[config.mk]
export PLATFORM = sky130hd
export DESIGN_NAME = oam_dma_ctrl
export DESIGN_NICKNAME = d
export VERILOG_FILES = /design/src/rtl/ppu_pkg.sv /design/src/rtl/oam_dma_ctrl_port_mux.sv /design/src/rtl/oam_dma_ctrl.sv
export SDC_FILE = /design/constraint.sdc
export NUM_CORES = 1
export LEC_CHECK = 0
export ABC_AREA = 1
export CAP_MARGIN = 25
export CELL_PAD_IN_SITES_DETAIL_PLACEMENT = 1
export CELL_PAD_IN_SITES_GLOBAL_PLACEMENT = 2
export CORE_MARGIN = 4
export CORE_UTILIZATION = 21
export CTS_CLUSTER_DIAMETER = 120
export DETAILED_ROUTE_END_ITERATION = 10
export GPL_TIMING_DRIVEN = 0
export HOLD_SLACK_MARGIN = 0.03
export PLACE_DENSITY_LB_ADDON = 0.1
export SLEW_MARGIN = 20
export SYNTH_ARGS = -nofsm -noshare
export SYNTH_HDL_FRONTEND = slang
export SYNTH_SLANG_ARGS = --single-unit
[constraint.sdc]
create_clock -name clk -period 1.5 [get_ports clk]
set_clock_uncertainty 0.2 [all_clocks]
set_input_delay 0.15 -clock clk [delete_from_list [all_inputs] [get_ports clk]]
set_output_delay 0.15 -clock clk [all_outputs]
set_load 0.02 [all_outputs]
[src/rtl/ppu_pkg.sv]
// Shared PPU definitions: DMA and PPU phase enums, OAM geometry constants and
// the small helpers used by the OAM DMA controller and its port-A multiplexer.
package ppu_pkg;

  typedef enum logic [1:0] {
    DMA_IDLE,
    DMA_START,
    DMA_XFER
  } dma_state_t;

  // Position within one byte slot of a transfer.
  typedef enum logic [1:0] {
    SLOT_REQ,    // issue the source read
    SLOT_WAIT,   // waiting for src_valid
    SLOT_WRITE,  // captured byte goes to OAM this cycle
    SLOT_HOLD    // pad the slot out to its minimum length
  } dma_slot_t;

  typedef enum logic [1:0] {
    PHASE_HBLANK,
    PHASE_VBLANK,
    PHASE_OAM_SCAN,
    PHASE_DRAW
  } ppu_phase_t;

  localparam int unsigned OAM_BYTES        = 160;
  localparam logic [7:0]  ECHO_PAGE_BASE   = 8'hE0;
  localparam logic [7:0]  ECHO_PAGE_OFFSET = 8'h20;
  localparam logic [7:0]  OAM_ADDR_LIMIT   = 8'hA0;

  // PPU phases during which OAM belongs to the PPU.
  function automatic logic phase_uses_oam(ppu_phase_t phase);
    return (phase == PHASE_OAM_SCAN) || (phase == PHASE_DRAW);
  endfunction

  // Single definition of when the CPU loses OAM port A.
  function automatic logic oam_port_blocked(logic dma_active, logic ppu_oam_busy);
    return dma_active | ppu_oam_busy;
  endfunction

  // Pages E0..FF alias work RAM (echo region).
  function automatic logic [7:0] dma_src_page(logic [7:0] page);
    return (page >= ECHO_PAGE_BASE) ? 8'(page - ECHO_PAGE_OFFSET) : page;
  endfunction

endpackage

[src/rtl/oam_dma_ctrl_port_mux.sv]
// oam_port_mux: combinational OAM port-A selection between the DMA engine and
// the CPU, with read masking while the CPU is blocked.
//  dma_active/dma_addr/dma_d/dma_we : DMA side (owns the port while active)
//  cpu_oam_addr/d_wr/cpu_oam_write  : CPU side; cpu_oam_q is its read data
//  ppu_oam_busy                     : PPU scan/draw in progress
//  oam_addr/oam_d/oam_we/oam_q      : OAM port A
module oam_port_mux
  import ppu_pkg::*;
(
  input  logic       dma_active,
  input  logic       ppu_oam_busy,
  input  logic [7:0] dma_addr,
  input  logic [7:0] dma_d,
  input  logic       dma_we,
  input  logic [7:0] cpu_oam_addr,
  input  logic [7:0] d_wr,
  input  logic       cpu_oam_write,
  output logic [7:0] cpu_oam_q,
  output logic [7:0] oam_addr,
  output logic [7:0] oam_d,
  output logic       oam_we,
  input  logic [7:0] oam_q
);

  logic blocked;
  logic cpu_in_range;

  always_comb begin
    blocked      = oam_port_blocked(dma_active, ppu_oam_busy);
    cpu_in_range = cpu_oam_addr < OAM_ADDR_LIMIT;

    if (dma_active) begin
      oam_addr = dma_addr;
      oam_d    = dma_d;
      oam_we   = dma_we;
    end else begin
      oam_addr = cpu_oam_addr;
      oam_d    = d_wr;
      oam_we   = cpu_oam_write & ~blocked & cpu_in_range;
    end

    if (blocked)
      cpu_oam_q = '1;
    else if (!cpu_in_range)
      cpu_oam_q = '0;
    else
      cpu_oam_q = oam_q;
  end

endmodule

[src/rtl/oam_dma_ctrl.sv]
// oam_dma_ctrl: OAM DMA engine plus OAM port-A arbiter.
// A write to the DMA register copies NUM_BYTES bytes from {page,8'h00} on the
// system bus into OAM 0..NUM_BYTES-1, one byte per CYCLES_PER_BYTE-cycle slot.
//  clk, rst (async, active-low)
//  dma_reg_write/d_wr/dma_reg_q     : DMA register write strobe, data, readback
//  cpu_oam_addr/cpu_oam_write/cpu_oam_q : CPU OAM access
//  ppu_oam_busy                     : PPU owns OAM (scan/draw)
//  oam_addr/oam_d/oam_we/oam_q      : OAM port A
//  src_addr/src_req/src_q/src_valid : system-bus read channel
//  dma_active                       : transfer in progress
module oam_dma_ctrl
  import ppu_pkg::*;
#(
  parameter int unsigned NUM_BYTES       = OAM_BYTES,
  parameter int unsigned CYCLES_PER_BYTE = 4,
  parameter int unsigned START_DELAY     = 4
) (
  input  logic        clk,
  input  logic        rst,
  input  logic        dma_reg_write,
  input  logic [7:0]  d_wr,
  output logic [7:0]  dma_reg_q,
  input  logic [7:0]  cpu_oam_addr,
  input  logic        cpu_oam_write,
  output logic [7:0]  cpu_oam_q,
  input  logic        ppu_oam_busy,
  output logic [7:0]  oam_addr,
  output logic [7:0]  oam_d,
  output logic        oam_we,
  input  logic [7:0]  oam_q,
  output logic [15:0] src_addr,
  output logic        src_req,
  input  logic [7:0]  src_q,
  input  logic        src_valid,
  output logic        dma_active
);

  localparam int unsigned SLOT_W = (CYCLES_PER_BYTE > 1) ? $clog2(CYCLES_PER_BYTE) : 1;
  localparam int unsigned DLY_W  = (START_DELAY > 1) ? $clog2(START_DELAY) : 1;
  localparam logic [SLOT_W-1:0] SLOT_LAST = SLOT_W'(CYCLES_PER_BYTE - 1);
  localparam logic [DLY_W-1:0]  DLY_LAST  = DLY_W'(START_DELAY - 1);
  localparam logic [7:0]        BYTE_LAST = 8'(NUM_BYTES - 1);

  dma_state_t        state_q, state_d;
  dma_slot_t         slot_q, slot_d;
  logic [SLOT_W-1:0] slot_cnt_q, slot_cnt_d, slot_cnt_inc;
  logic [DLY_W-1:0]  dly_q, dly_d;
  logic [7:0]        byte_q, byte_d;
  logic [7:0]        page_q, page_d;
  logic [7:0]        page_raw_q, page_raw_d;
  logic [7:0]        data_q, data_d;
  logic              slot_min_done;
  logic              dma_we;

  always_ff @(posedge clk or negedge rst) begin
    if (!rst) begin
      state_q    <= DMA_IDLE;
      slot_q     <= SLOT_REQ;
      slot_cnt_q <= '0;
      dly_q      <= '0;
      byte_q     <= '0;
      page_q     <= '0;
      page_raw_q <= '1;
      data_q     <= '0;
    end else begin
      state_q    <= state_d;
      slot_q     <= slot_d;
      slot_cnt_q <= slot_cnt_d;
      dly_q      <= dly_d;
      byte_q     <= byte_d;
      page_q     <= page_d;
      page_raw_q <= page_raw_d;
      data_q     <= data_d;
    end
  end

  // slot_cnt saturates at SLOT_LAST, so slot_min_done marks every cycle from
  // the last one of the nominal slot onward; a stalled slot ends right after
  // its write, a normal one at the nominal boundary.
  always_comb begin
    state_d       = state_q;
    slot_d        = slot_q;
    slot_cnt_d    = slot_cnt_q;
    dly_d         = dly_q;
    byte_d        = byte_q;
    page_d        = page_q;
    page_raw_d    = page_raw_q;
    data_d        = data_q;
    slot_min_done = (slot_cnt_q == SLOT_LAST);
    slot_cnt_inc  = slot_min_done ? slot_cnt_q : slot_cnt_q + 1'b1;

    if (dma_reg_write) begin
      // Fresh start or restart: any in-flight slot is dropped.
      page_raw_d = d_wr;
      page_d     = dma_src_page(d_wr);
      state_d    = DMA_START;
      dly_d      = '0;
      slot_d     = SLOT_REQ;
      slot_cnt_d = '0;
      byte_d     = '0;
    end else begin
      unique case (state_q)
        DMA_IDLE: ;
        DMA_START: begin
          if (dly_q == DLY_LAST) begin
            state_d    = DMA_XFER;
            slot_d     = SLOT_REQ;
            slot_cnt_d = '0;
            byte_d     = '0;
          end else begin
            dly_d = dly_q + 1'b1;
          end
        end
        DMA_XFER: begin
          unique case (slot_q)
            SLOT_REQ: begin
              slot_d     = SLOT_WAIT;
              slot_cnt_d = slot_cnt_inc;
            end
            SLOT_WAIT: begin
              slot_cnt_d = slot_cnt_inc;
              if (src_valid) begin
                data_d = src_q;
                slot_d = SLOT_WRITE;
              end
            end
            SLOT_WRITE, SLOT_HOLD: begin
              if (slot_q == SLOT_WRITE && byte_q == BYTE_LAST) begin
                state_d    = DMA_IDLE;
                slot_d     = SLOT_REQ;
                slot_cnt_d = '0;
                byte_d     = '0;
              end else if (slot_min_done) begin
                slot_d     = SLOT_REQ;
                slot_cnt_d = '0;
                byte_d     = byte_q + 8'd1;
              end else begin
                slot_d     = SLOT_HOLD;
                slot_cnt_d = slot_cnt_inc;
              end
            end
            default: slot_d = SLOT_REQ;
          endcase
        end
        default: state_d = DMA_IDLE;
      endcase
    end
  end

  always_comb begin
    dma_active = (state_q != DMA_IDLE);
    src_req    = (state_q == DMA_XFER) && (slot_q == SLOT_REQ) && !dma_reg_write;
    dma_we     = (state_q == DMA_XFER) && (slot_q == SLOT_WRITE) && !dma_reg_write;
    src_addr   = {page_q, byte_q};
    dma_reg_q  = page_raw_q;
  end

  oam_port_mux u_port_mux (
    .dma_active   (dma_active),
    .ppu_oam_busy (ppu_oam_busy),
    .dma_addr     (byte_q),
    .dma_d        (data_q),
    .dma_we       (dma_we),
    .cpu_oam_addr (cpu_oam_addr),
    .d_wr         (d_wr),
    .cpu_oam_write(cpu_oam_write),
    .cpu_oam_q    (cpu_oam_q),
    .oam_addr     (oam_addr),
    .oam_d        (oam_d),
    .oam_we       (oam_we),
    .oam_q        (oam_q)
  );

endmodule

==> results by group <==
Cells and area
  • Fillers: 1,275
  • Reg area: 1023 um^2
  • Most frequent cells in the layout: nand2_1 (95), inv_1 (35), clkdlybuf4s50_1 (35)
  • Most common cell after layout, fill and taps aside: nand2_1
  • Footprint of the multi-input gates: 1309 um^2
  • Layout cells sized above 1: 38.37%
  • P&R area growth vs syn: 73.97%
  • Ant diodes: 0
  • Nets@finish: 473
  • Fin area: 4005 um^2

Global route
  • Gr ovfl total: 0
  • Largest net degree at the start of global routing: 28
  • Vias in the first global route: 2,600
  • Initial antenna violation count: 0
  • Total Routing Usage GR: 14.11%
  • First-pass GRT wire length: 14.26 mm

Outcome
  • Status: finished with violations
  • Failing checks: setup timing

Synth
  • Syn Area/Cell: 7.475 um^2
  • Syn nets: 352
  • Mapped cell area: 2302 um^2
  • Synth Instances: 308
  • Post-synth top area share: 34.78%
  • Top cells by area, synth: dfrtp_1 (35%), nand2_1 (21%), dfstp_2 (9.1%)
  • Ys Warns: 0
  • Largest area contributor in the netlist: dfrtp_1
  • Seq/Total Area, Yosys: 43.91%
  • Synth Register Bits: 40
  • Post-synth cell types: 32

Placed design
  • HPWL Detailed: 6.155 mm
  • Final Wtd Congestion: 0.7560
  • IO buf count: 87
  • Post-DP Area: 3410 um^2

Floorplanning
  • Core area: 10,510 um^2
  • Die Span Y: 112.7 um
  • Die area: 12,700 um^2
  • Initial Util: 21.91%
  • Die W: 112.7 um
  • Floorplan row count: 37
  • Top-Level Pins: 89

STA
  • F_max: 518.5 MHz
  • Slew Limit Headroom: 63.35%
  • Fin. max-slew vios: 0
  • Final hold violation count: 0
  • Slew @ Worst Pin: 549.8 ps
  • Setup tns final: -14,900 ps
  • Setup ws final: -428.7 ps
  • Final period utilization: 128.6%
  • RSZ-0062 raised after global routing: true
  • Final Critical Period: 1929 ps
  • Endpoints failing setup: 48

Critical path
  • WS Path Type: register to output pin
  • Crit. End Element: output pin
  • Max FO, Critical Path: 5
  • Worst setup SP type: register
  • CP max stage delay: 420 ps
  • Crit path cell chain: nor2_4, inv_2, or2_4, inv_6, nand2_4, o22ai_4, buf_6
  • Required @ worst endpoint: 1150 ps
  • CP max stage cell: dfrtp_1
  • Arr. time, crit path: 1580 ps

CTS
  • Total clock sinks: 40
  • CTS tree: done
  • Clock buffer count from CTS: 5
  • H-tree Lvls: 2
  • Root buf cell: clkbuf_8
  • Clock slew at reported path FFs: 90 ps
  • Worst-Skew Late Latency: 300 ps
  • CTS Buffer Depth: 2

Pwr
  • Maximum VDD drop: 0.0003671 V
  • Net Sw Frac: 32.53%
  • Clock Power Share: 30.1%
  • Power consumption: 0.003598 W
  • Internal: 0.002427 W
  • Net Sw Power: 0.001170 W
  • Leak Pwr: 1.929 nW
  • Sequential power share: 35.2%
  • Pwr dens: 898.3 nW/um^2
  • Combinational share of power: 34.7%

Route
  • Final wirelength: 8.801 mm
  • Vias per inst: 4.233
  • Router iterations before antenna repair: 4
  • # DRC: 0
  • ANT nets after route: 0
  • WL per Instance: 15.55 um
  • DRT iter0 DRCs: 78
  • Detailed-route via count: 2,396

Min path
  • HP Class: primary input to asynchronous set/reset pin

Run
  • Number of max-cap violations: 0
## stage by stage
step,hold WS (ps),setup WS (ps),std cells,util (%)
detailed placement,-86.33,-789.0,532,32.44
CTS,106.1,-491.8,557,35.22
global route,127.6,-499.8,566,38.11
global placement,226.5,-1422,531,32.30
finish,104.4,-428.7,566,38.11
floorplan,-345.6,-12.47,308,-
## Yosys cell counts (all sizes together)
library cell and n:
clkbuf 3, dfstp 8, nor3 1, o21ai 28, a21oi 6, dfrtp 32
or2 1, and3 1, buf 5, o22ai 1, nand3 15, o21a 1
nand4 5, ha 6, inv 44, nand2 128, nand3b 2, xor2 3
nor2 18
## per-layer routing
layer / vias up / GRT usage, % / part of all wire, % / routed length (um)
met2: 59 / 21.88 / 45 / 3945
li1: 1201 / - / - / -
met4: 0 / 3.365 / 1.0 / 89
met1: 1128 / 19.98 / 49 / 4314
met5: - / 0 / 0 / 0
met3: 8 / 3.155 / 5.1 / 453
## timing repair
action	CTS	global route
endpoints found under the setup margin	72	55
resized for setup	212	85
hold endpoints to repair	47	0
buffers inserted	12	8
pin swaps	6	12
cloned	2	2
hold buffers	3	0
## state kept, by name, indices dropped and copies added, names as in the netlist
signal and cells:
data_q 8, state_q 2, dly_q 2, slot_q 2
byte_q 8, slot_cnt_q 2, page_q 8, dma_reg_q 8
## layout make-up
type	instances	area share, %
clock inverter	2	1.500
timing repair buffer	113	27.27
multi-input combinational	217	32.68
tap	136	4.249
sequential	40	25.55
buffer	7	2.062
clock buffer	6	1.812
timing repair inverter	1	0.1874
inverter	44	4.686
## logic make-up after synthesis
| family | synth area share [%] |
|---|---|
| fa+ha+maj | 3.261 |
| simple gates | 32.77 |
| buf+inv | 9.619 |
| xor+xnor | 1.142 |
| flops | 43.91 |
| compound gates | 9.294 |
## worst max-delay path: cells and delay by family, from the launching register on
family	cells	cell delay [ps]
and+or+nand+nor	3	460
DFF	1	420
buffers and inverters	3	300
AOI/OAI and AO/OA	1	100
## worst paths after layout
check	depth (start not counted)	slack, ps	end	start
setup / recovery	7	-430	oam_we	state_q[0]
hold / removal	2	100	slot_q[1]	rst
setup reg to reg	10	-330	data_q[5]	state_q[0]
hold reg to reg	2	260	dma_reg_q[2]	dma_reg_q[2]
max in group asynchronous	3	410	dma_reg_q[1]	rst
min in group clk	5	130	dma_reg_q[5]	dma_reg_write
## power groups by stage
stage | clock, W | sequential (W) | combinational, W
6_report | 0.00108 | 0.00127 | 0.00125
3_5_place_dp | 0 | 0.00128 | 0.000992
3_3_place_gp | 0 | 0.00128 | 0.000976
4_1_cts | 0.00114 | 0.00126 | 0.00110
5_1_grt | 0.00117 | 0.00128 | 0.00137
2_1_floorplan | 0 | 0.00132 | 0.000460
Note: power is estimated with default switching activity, not from simulation.
